<file path="src/rtl/btn_autorepeat_counter_pkg.sv">
// Shared types and digit limits for the up/down auto-repeat counter.
// Pure declarations: no latency, no backpressure.
package btn_counter_pkg;

    typedef enum logic [2:0] {IDLE, PRESS, HOLD, REPEAT, BOTH} fsm_t;

    typedef logic [3:0] digit_t;

    localparam digit_t DIGIT_MAX_HEX = 4'hF;
    localparam digit_t DIGIT_MAX_DEC = 4'd9;

    function automatic digit_t digit_max(input bit is_dec);
        return is_dec ? DIGIT_MAX_DEC : DIGIT_MAX_HEX;
    endfunction

endpackage

</file>
<file path="src/rtl/btn_autorepeat_counter_if.sv">
// Button inputs and display outputs of the auto-repeat counter.
// Plain level/pulse signals: no handshake, no backpressure.
interface btn_autorepeat_counter_if #(
    parameter int NUM_SEGMENTS = 4
);
    logic                         btn_up;
    logic                         btn_dn;
    logic                         clear;
    logic [NUM_SEGMENTS-1:0][3:0] encoded;
    logic [NUM_SEGMENTS-1:0]      digit_point;
    logic                         wrap;
    logic                         step;

    modport master (
        output btn_up, btn_dn, clear,
        input  encoded, digit_point, wrap, step
    );

    modport slave (
        input  btn_up, btn_dn, clear,
        output encoded, digit_point, wrap, step
    );
endinterface

</file>
<file path="src/rtl/btn_autorepeat_counter_digit_step.sv">
// One digit of the ripple incrementer/decrementer; HEX or BCD per MODE.
// Combinational, zero latency; no backpressure.
module digit_step
    import btn_counter_pkg::*;
#(
    parameter string MODE = "HEX"
) (
    input  digit_t digit,
    input  logic   up,
    input  logic   carry_in,
    output digit_t next_digit,
    output logic   carry_out
);
    localparam digit_t MAX = digit_max(MODE == "DEC");

    always_comb begin
        next_digit = digit;
        carry_out  = 1'b0;
        if (carry_in) begin
            if (up) begin
                if (digit == MAX) begin
                    next_digit = '0;
                    carry_out  = 1'b1;
                end else begin
                    next_digit = digit + 4'd1;
                end
            end else begin
                if (digit == '0) begin
                    next_digit = MAX;
                    carry_out  = 1'b1;
                end else begin
                    next_digit = digit - 4'd1;
                end
            end
        end
    end
endmodule

</file>
<file path="src/rtl/btn_autorepeat_counter.sv">
// Debounced up/down levels -> N-digit HEX/BCD count with hold-to-repeat.
// Count updates 2 cycles after a lone press; no backpressure (display sink).
module btn_autorepeat_counter
    import btn_counter_pkg::*;
#(
    parameter string MODE         = "HEX",
    parameter int    NUM_SEGMENTS = 4,
    parameter int    CLK_PER      = 10,
    parameter int    HOLD_MS      = 500,
    parameter int    REPEAT_MS    = 100
) (
    input  logic                     clk,
    input  logic                     reset,
    btn_autorepeat_counter_if.slave  bus
);
    localparam int MS_CYCLES = 1_000_000 / CLK_PER;
    localparam int PW        = (MS_CYCLES > 1) ? $clog2(MS_CYCLES) : 1;
    localparam int TMAX      = (HOLD_MS > REPEAT_MS) ? HOLD_MS : REPEAT_MS;
    localparam int TW        = (TMAX > 1) ? $clog2(TMAX) : 1;

    localparam logic [PW-1:0] PRE_LAST    = PW'(MS_CYCLES - 1);
    localparam logic [TW-1:0] HOLD_LAST   = TW'(HOLD_MS - 1);
    localparam logic [TW-1:0] REPEAT_LAST = TW'(REPEAT_MS - 1);

    logic [PW-1:0] pre;
    logic          ms_tick;
    logic [TW-1:0] ms_cnt, ms_cnt_nxt;
    fsm_t          state, state_nxt;
    logic          dir, dir_nxt;
    logic          do_step;
    logic          both, held;
    logic          step_q, wrap_q;

    logic [NUM_SEGMENTS-1:0][3:0] cnt, cnt_nxt;
    logic [NUM_SEGMENTS:0]        carry;

    assign ms_tick = (pre == PRE_LAST);
    assign both    = bus.btn_up & bus.btn_dn;
    assign held    = dir ? bus.btn_up : bus.btn_dn;

    always_ff @(posedge clk) begin
        if (reset) begin
            pre <= '0;
        end else begin
            pre <= ms_tick ? '0 : pre + PW'(1);
        end
    end

    always_comb begin
        state_nxt  = state;
        dir_nxt    = dir;
        ms_cnt_nxt = ms_cnt;
        do_step    = 1'b0;
        case (state)
            IDLE: begin
                if (both) begin
                    state_nxt = BOTH;
                end else if (bus.btn_up ^ bus.btn_dn) begin
                    state_nxt = PRESS;
                    dir_nxt   = bus.btn_up;
                end
            end
            PRESS: begin
                if (both) begin
                    state_nxt = BOTH;
                end else begin
                    do_step    = 1'b1;
                    ms_cnt_nxt = '0;
                    state_nxt  = HOLD;
                end
            end
            HOLD, REPEAT: begin
                if (both) begin
                    state_nxt = BOTH;
                end else if (!held) begin
                    state_nxt = IDLE;
                end else if (ms_tick) begin
                    // HOLD waits for the initial delay, REPEAT for the repeat interval
                    if (ms_cnt == ((state == HOLD) ? HOLD_LAST : REPEAT_LAST)) begin
                        do_step    = 1'b1;
                        ms_cnt_nxt = '0;
                        state_nxt  = REPEAT;
                    end else begin
                        ms_cnt_nxt = ms_cnt + TW'(1);
                    end
                end
            end
            BOTH: begin
                if (!bus.btn_up && !bus.btn_dn) begin
                    state_nxt = IDLE;
                end
            end
            default: state_nxt = IDLE;
        endcase
    end

    // carry[i] doubles as "apply the step to digit i"
    assign carry[0] = do_step;

    for (genvar i = 0; i < NUM_SEGMENTS; i++) begin : g_digit
        digit_step #(.MODE(MODE)) u_digit (
            .digit      (cnt[i]),
            .up         (dir),
            .carry_in   (carry[i]),
            .next_digit (cnt_nxt[i]),
            .carry_out  (carry[i+1])
        );
    end

    always_ff @(posedge clk) begin
        if (reset) begin
            state  <= IDLE;
            dir    <= 1'b0;
            ms_cnt <= '0;
            cnt    <= '0;
            step_q <= 1'b0;
            wrap_q <= 1'b0;
        end else begin
            state  <= state_nxt;
            dir    <= dir_nxt;
            ms_cnt <= ms_cnt_nxt;
            if (bus.clear) begin
                cnt    <= '0;
                step_q <= 1'b0;
                wrap_q <= 1'b0;
            end else begin
                cnt    <= cnt_nxt;
                step_q <= do_step;
                wrap_q <= carry[NUM_SEGMENTS];
            end
        end
    end

    assign bus.encoded     = cnt;
    assign bus.step        = step_q;
    assign bus.wrap        = wrap_q;
    assign bus.digit_point = NUM_SEGMENTS'(state == REPEAT);

endmodule

</file>
<file path="src/flat_wrapper.sv">
// flat-port wrapper written by rule: the top's interface ports become plain ports
module btn_autorepeat_counter_flat import btn_counter_pkg::*;
#(
    parameter string MODE         = "   ",
    parameter int    NUM_SEGMENTS = 4,
    parameter int    CLK_PER      = 10,
    parameter int    HOLD_MS      = 500,
    parameter int    REPEAT_MS    = 100
)
  (clk, reset, bus_btn_up, bus_btn_dn, bus_clear, bus_encoded, bus_digit_point, bus_wrap, bus_step);
  btn_autorepeat_counter_if #(.NUM_SEGMENTS(NUM_SEGMENTS)) bus_i ();
  input  logic clk;
  input  logic reset;
  input wire logic [$bits(bus_i.btn_up)-1:0] bus_btn_up;
  input wire logic [$bits(bus_i.btn_dn)-1:0] bus_btn_dn;
  input wire logic [$bits(bus_i.clear)-1:0] bus_clear;
  output wire logic [$bits(bus_i.encoded)-1:0] bus_encoded;
  output wire logic [$bits(bus_i.digit_point)-1:0] bus_digit_point;
  output wire logic [$bits(bus_i.wrap)-1:0] bus_wrap;
  output wire logic [$bits(bus_i.step)-1:0] bus_step;
  assign bus_i.btn_up = bus_btn_up;
  assign bus_i.btn_dn = bus_btn_dn;
  assign bus_i.clear = bus_clear;
  assign bus_encoded = bus_i.encoded;
  assign bus_digit_point = bus_i.digit_point;
  assign bus_wrap = bus_i.wrap;
  assign bus_step = bus_i.step;
  btn_autorepeat_counter #(.MODE(MODE), .NUM_SEGMENTS(NUM_SEGMENTS), .CLK_PER(CLK_PER), .HOLD_MS(HOLD_MS), .REPEAT_MS(REPEAT_MS)) u_core (.clk(clk), .reset(reset), .bus(bus_i));
endmodule
</file>
<file path="config.mk">
export PLATFORM = sky130hd
export DESIGN_NAME = btn_autorepeat_counter_flat
export DESIGN_NICKNAME = d
export VERILOG_FILES = /design/src/rtl/btn_autorepeat_counter_pkg.sv /design/src/rtl/btn_autorepeat_counter_if.sv /design/src/rtl/btn_autorepeat_counter_digit_step.sv /design/src/rtl/btn_autorepeat_counter.sv /design/src/flat_wrapper.sv
export SDC_FILE = /design/constraint.sdc
export NUM_CORES = 1
export LEC_CHECK = 0
export CORE_ASPECT_RATIO = 2
export CORE_MARGIN = 5
export CORE_UTILIZATION = 30
export CTS_CLUSTER_SIZE = 24
export DETAILED_ROUTE_END_ITERATION = 10
export GPL_TIMING_DRIVEN = 0
export MAX_ROUTING_LAYER = met4
export PLACE_DENSITY_LB_ADDON = 0.25
export SETUP_SLACK_MARGIN = 0.05
export SLEW_MARGIN = 20
export SYNTH_ARGS = -nofsm -noshare
export SYNTH_HDL_FRONTEND = slang
export SYNTH_SLANG_ARGS = --single-unit
</file>
<file path="constraint.sdc">
create_clock -name clk -period 2.84 [get_ports clk]
set_input_delay 0.284 -clock clk [delete_from_list [all_inputs] [get_ports clk]]
set_output_delay 0.284 -clock clk [all_outputs]
set_load 0.005 [all_outputs]
</file>
==> flow_summary.toml <==
[status]
status = "completed"

[clocking]
clock_path_buffers = 2
htreeDepth = 2
cts_buffers = 5
cts-root-buf = "clkbuf_16"
cts_setup_buffers = 0
cts_resized = 0
clk_pin_slew_ns = 0.07
hold_buffers = 0
cts.sinks = 48
clock_latency_ns = 0.29
cts_tree = "done"

[logic_synthesis]
synth_top_family_by_area = "simple AND/OR/NAND/NOR gates"
synth_mux_area_share_pct = 3.355
async_flop_share_pct = 0
synthDominantCellAreaShare_pct = 35.29
synth_edf_count = 0
synth_area_um2 = 2723
yosysWarnings = 0
synth_compound_area_share_pct = 15.76
ys_top_cells_by_area = "dfxtp_1, nor2_1, ha_1, xnor2_1, a21oi_1"
yosys.area_share.simple_pct = 26.56
synthCells = 326
ys_types = 50
yosys.area.top_type = "dfxtp_1"
synth_area_per_cell_um2 = 8.352
synth_seq_area_share_pct = 35.29
synth-main-ff-cell = "dfxtp_1"
synth_xor_area_share_pct = 9.007
ys_ff_latch = 48
yosys.area_share.adder_pct = 5.515

[cells_and_area]
layout.cells.non_filler = 460
fin_nets = 374
areaGrowthSynthToFinish_pct = 18.43
layout_commonest_cell = "dfxtp_1"
final_cell_mix = "dfxtp_1, nor2_1, a21oi_1, nand2_1, clkdlybuf4s50_1"
n_antenna_cell = 0
final_layout_size_suffix_gt1_share_pct = 7.821

[placement]
portBuffers = 22
place_hpwl_mm = 5.085
gp_congestion = 0.8551
placed_cells = 452

[pwr]
sw_frac_of_total_pct = 27.72
pwr-share-seq_pct = 44.7
irDropWorstVdd_mv = 0.2895
pwr-share-clk_pct = 37.5
comb_power_share_pct = 17.7
power.leakage_nw = 1.181
power_density_nw_per_um2 = 501.9
internal_power_mw = 1.170
p_sw_mw = 0.4487

[routing]
vias = 2429
routed_wl_mm = 6.532
drtIter0Drc = 82
ant_nets = 0
drc = 0
wire_per_inst_um = 14.20
first_pass_iters = 4
via_per_inst = 5.280

[floorplanning]
die_area_um2 = 11200
start_util_pct = 30.42
fp.dieW_um = 77.36
rows = 49
coreArea_um2 = 8951
num_io_pins = 27
fp.dieH_um = 144.7

[critical_path]
worstSetupStartpointType = "primary input"
crit_path_end_kind = "flip-flop"
rr_worst_depth = 8
cp_cell_sequence = "clkdlybuf4s50_1 -> ha_1 -> nor2_1 -> nand3b_1 -> buf_1 -> nand2_1 -> or2_2 -> buf_2 -> a21oi_1"
max_stage_delay_ns = 0.53
critPathMaxFanout = 10
cp.depth = 9
slowest_stage = "clkdlybuf4s50_1"
cp_data_arrival_time_ns = 2.78
cp.required_ns = 3.06
crit_family = "buffers and inverters"
crit_buf_inv = 3
crit_type = "in2reg"

[timing]
min_period_ns = 2.556
finClkSkew_ns = 0.008347
finalSetupTns_ns = 0
setup_violations = 0
hold_viol_final = 0
fmax_mhz = 391.3
drv_slew = 0
rsz0062_at_grt = "false"
tightest_slew_ns = 0.6375
finalCritPeriodShare_pct = 89.99
maxSlewHeadroom_pct = 57.50

[grt]
grt_max_degree = 14
antenna_found_initial = 0
grt_pass1_wl_mm = 10.84
grt_usage_pct = 12.45
grt_pass1_vias = 2405
overflow = 0

[run]
cap_violations = 0

[hold_path]
hold_class = "in2reg"
whs_path_depth = 2
[final cells by class]
class | instances | area, um2
buffer | 15 | 70.07
clock buffer | 8 | 146.4
fill | 955 | 5727
inverter | 13 | 48.80
multi-input combinational | 252 | 1650
sequential | 48 | 960.9
tap | 102 | 127.6
timing repair buffer | 22 | 220.2
[synthesized netlist by cell type (3+ instances only)]
master / n
nand2_1: 22
buf_1: 3
and3_1: 7
a211oi_1: 7
mux2i_1: 8
nor2_1: 44
clkbuf_1: 7
inv_1: 13
nand3_1: 20
dfxtp_1: 48
nor3b_1: 4
or2_2: 4
nand4_1: 8
or3_1: 5
ha_1: 12
o21ai_0: 13
xor2_1: 11
nor3_1: 4
xnor2_1: 17
o31ai_1: 6
a21oi_1: 24
buf_4: 3
[cells by family (layout without fill, tap and decap cells)]
kind of cell	count (synthesis)	in the layout
flip-flops	48	48
AND/OR/NAND/NOR	135	135
multiplexers	9	9
adder cells (fa/ha/maj)	12	12
other	1	3
AO/OA/AOI/OAI	65	65
buffers and inverters	28	58
XOR/XNOR	28	28
[through the flow]
step	hold WS [ns]	total power [mW]	setup slack, ns	area (um2)	utilization (%)
2_1_floorplan	0.4176	0.9401	0.6604	2730	-
3_3_place_gp	0.4315	1.025	0.01985	3078	34.39
3_5_place_dp	0.4387	1.029	0.006822	3078	34.39
4_1_cts	0.3652	1.645	0.2832	3224	36.02
5_1_grt	0.4059	1.700	0.07699	3224	36.02
6_report	0.3543	1.618	0.2842	3224	36.02
[worst register-to-register path: stages (launching register included)]
cell and delay (ns):
dfxtp_1 0.38, inv_1 0.15, ha_1 0.19, or3b_2 0.46, mux2i_1 0.25, nand2_1 0.22, a211oi_2 0.43, a21boi_1 0.26
o21a_1 0.13
[final timing paths]
path	start	endpoint	slack, ns
worst max-delay path	bus_btn_up	u_core.ms_cnt[6]	0.28
worst min-delay path	reset	u_core.dir	0.35
worst max register to register	u_core.bus.encoded[0]	u_core.bus.encoded[15]	0.31
worst min register to register	u_core.pre[0]	u_core.pre[0]	0.45
[state kept, by name, indices dropped and copies added (netlist names)]
signal / cells
u_core.bus.step: 1
u_core.dir: 1
u_core.bus.encoded: 16
u_core.state: 3
u_core.ms_cnt: 9
u_core.pre: 17
u_core.bus.wrap: 1
[power by group through the flow]
stage	sequential [mW]	combinational (mW)	clock, mW
after floorplan	0.732	0.208	0
after global placement	0.738	0.287	0
after detailed placement	0.739	0.290	0
after CTS	0.724	0.291	0.630
after global routing	0.727	0.319	0.654
final	0.724	0.287	0.608
[routing by layer]
layer | GRT usage (%) | vias to the layer above | routed length, um
li1 | - | 1206 | -
met1 | 10.36 | 1146 | 2313
met2 | 25.07 | 56 | 3754
met3 | 2.292 | 21 | 232
met4 | 6.522 | 0 | 231
met5 | - | - | 0
Power figures use the tool's default switching activity.
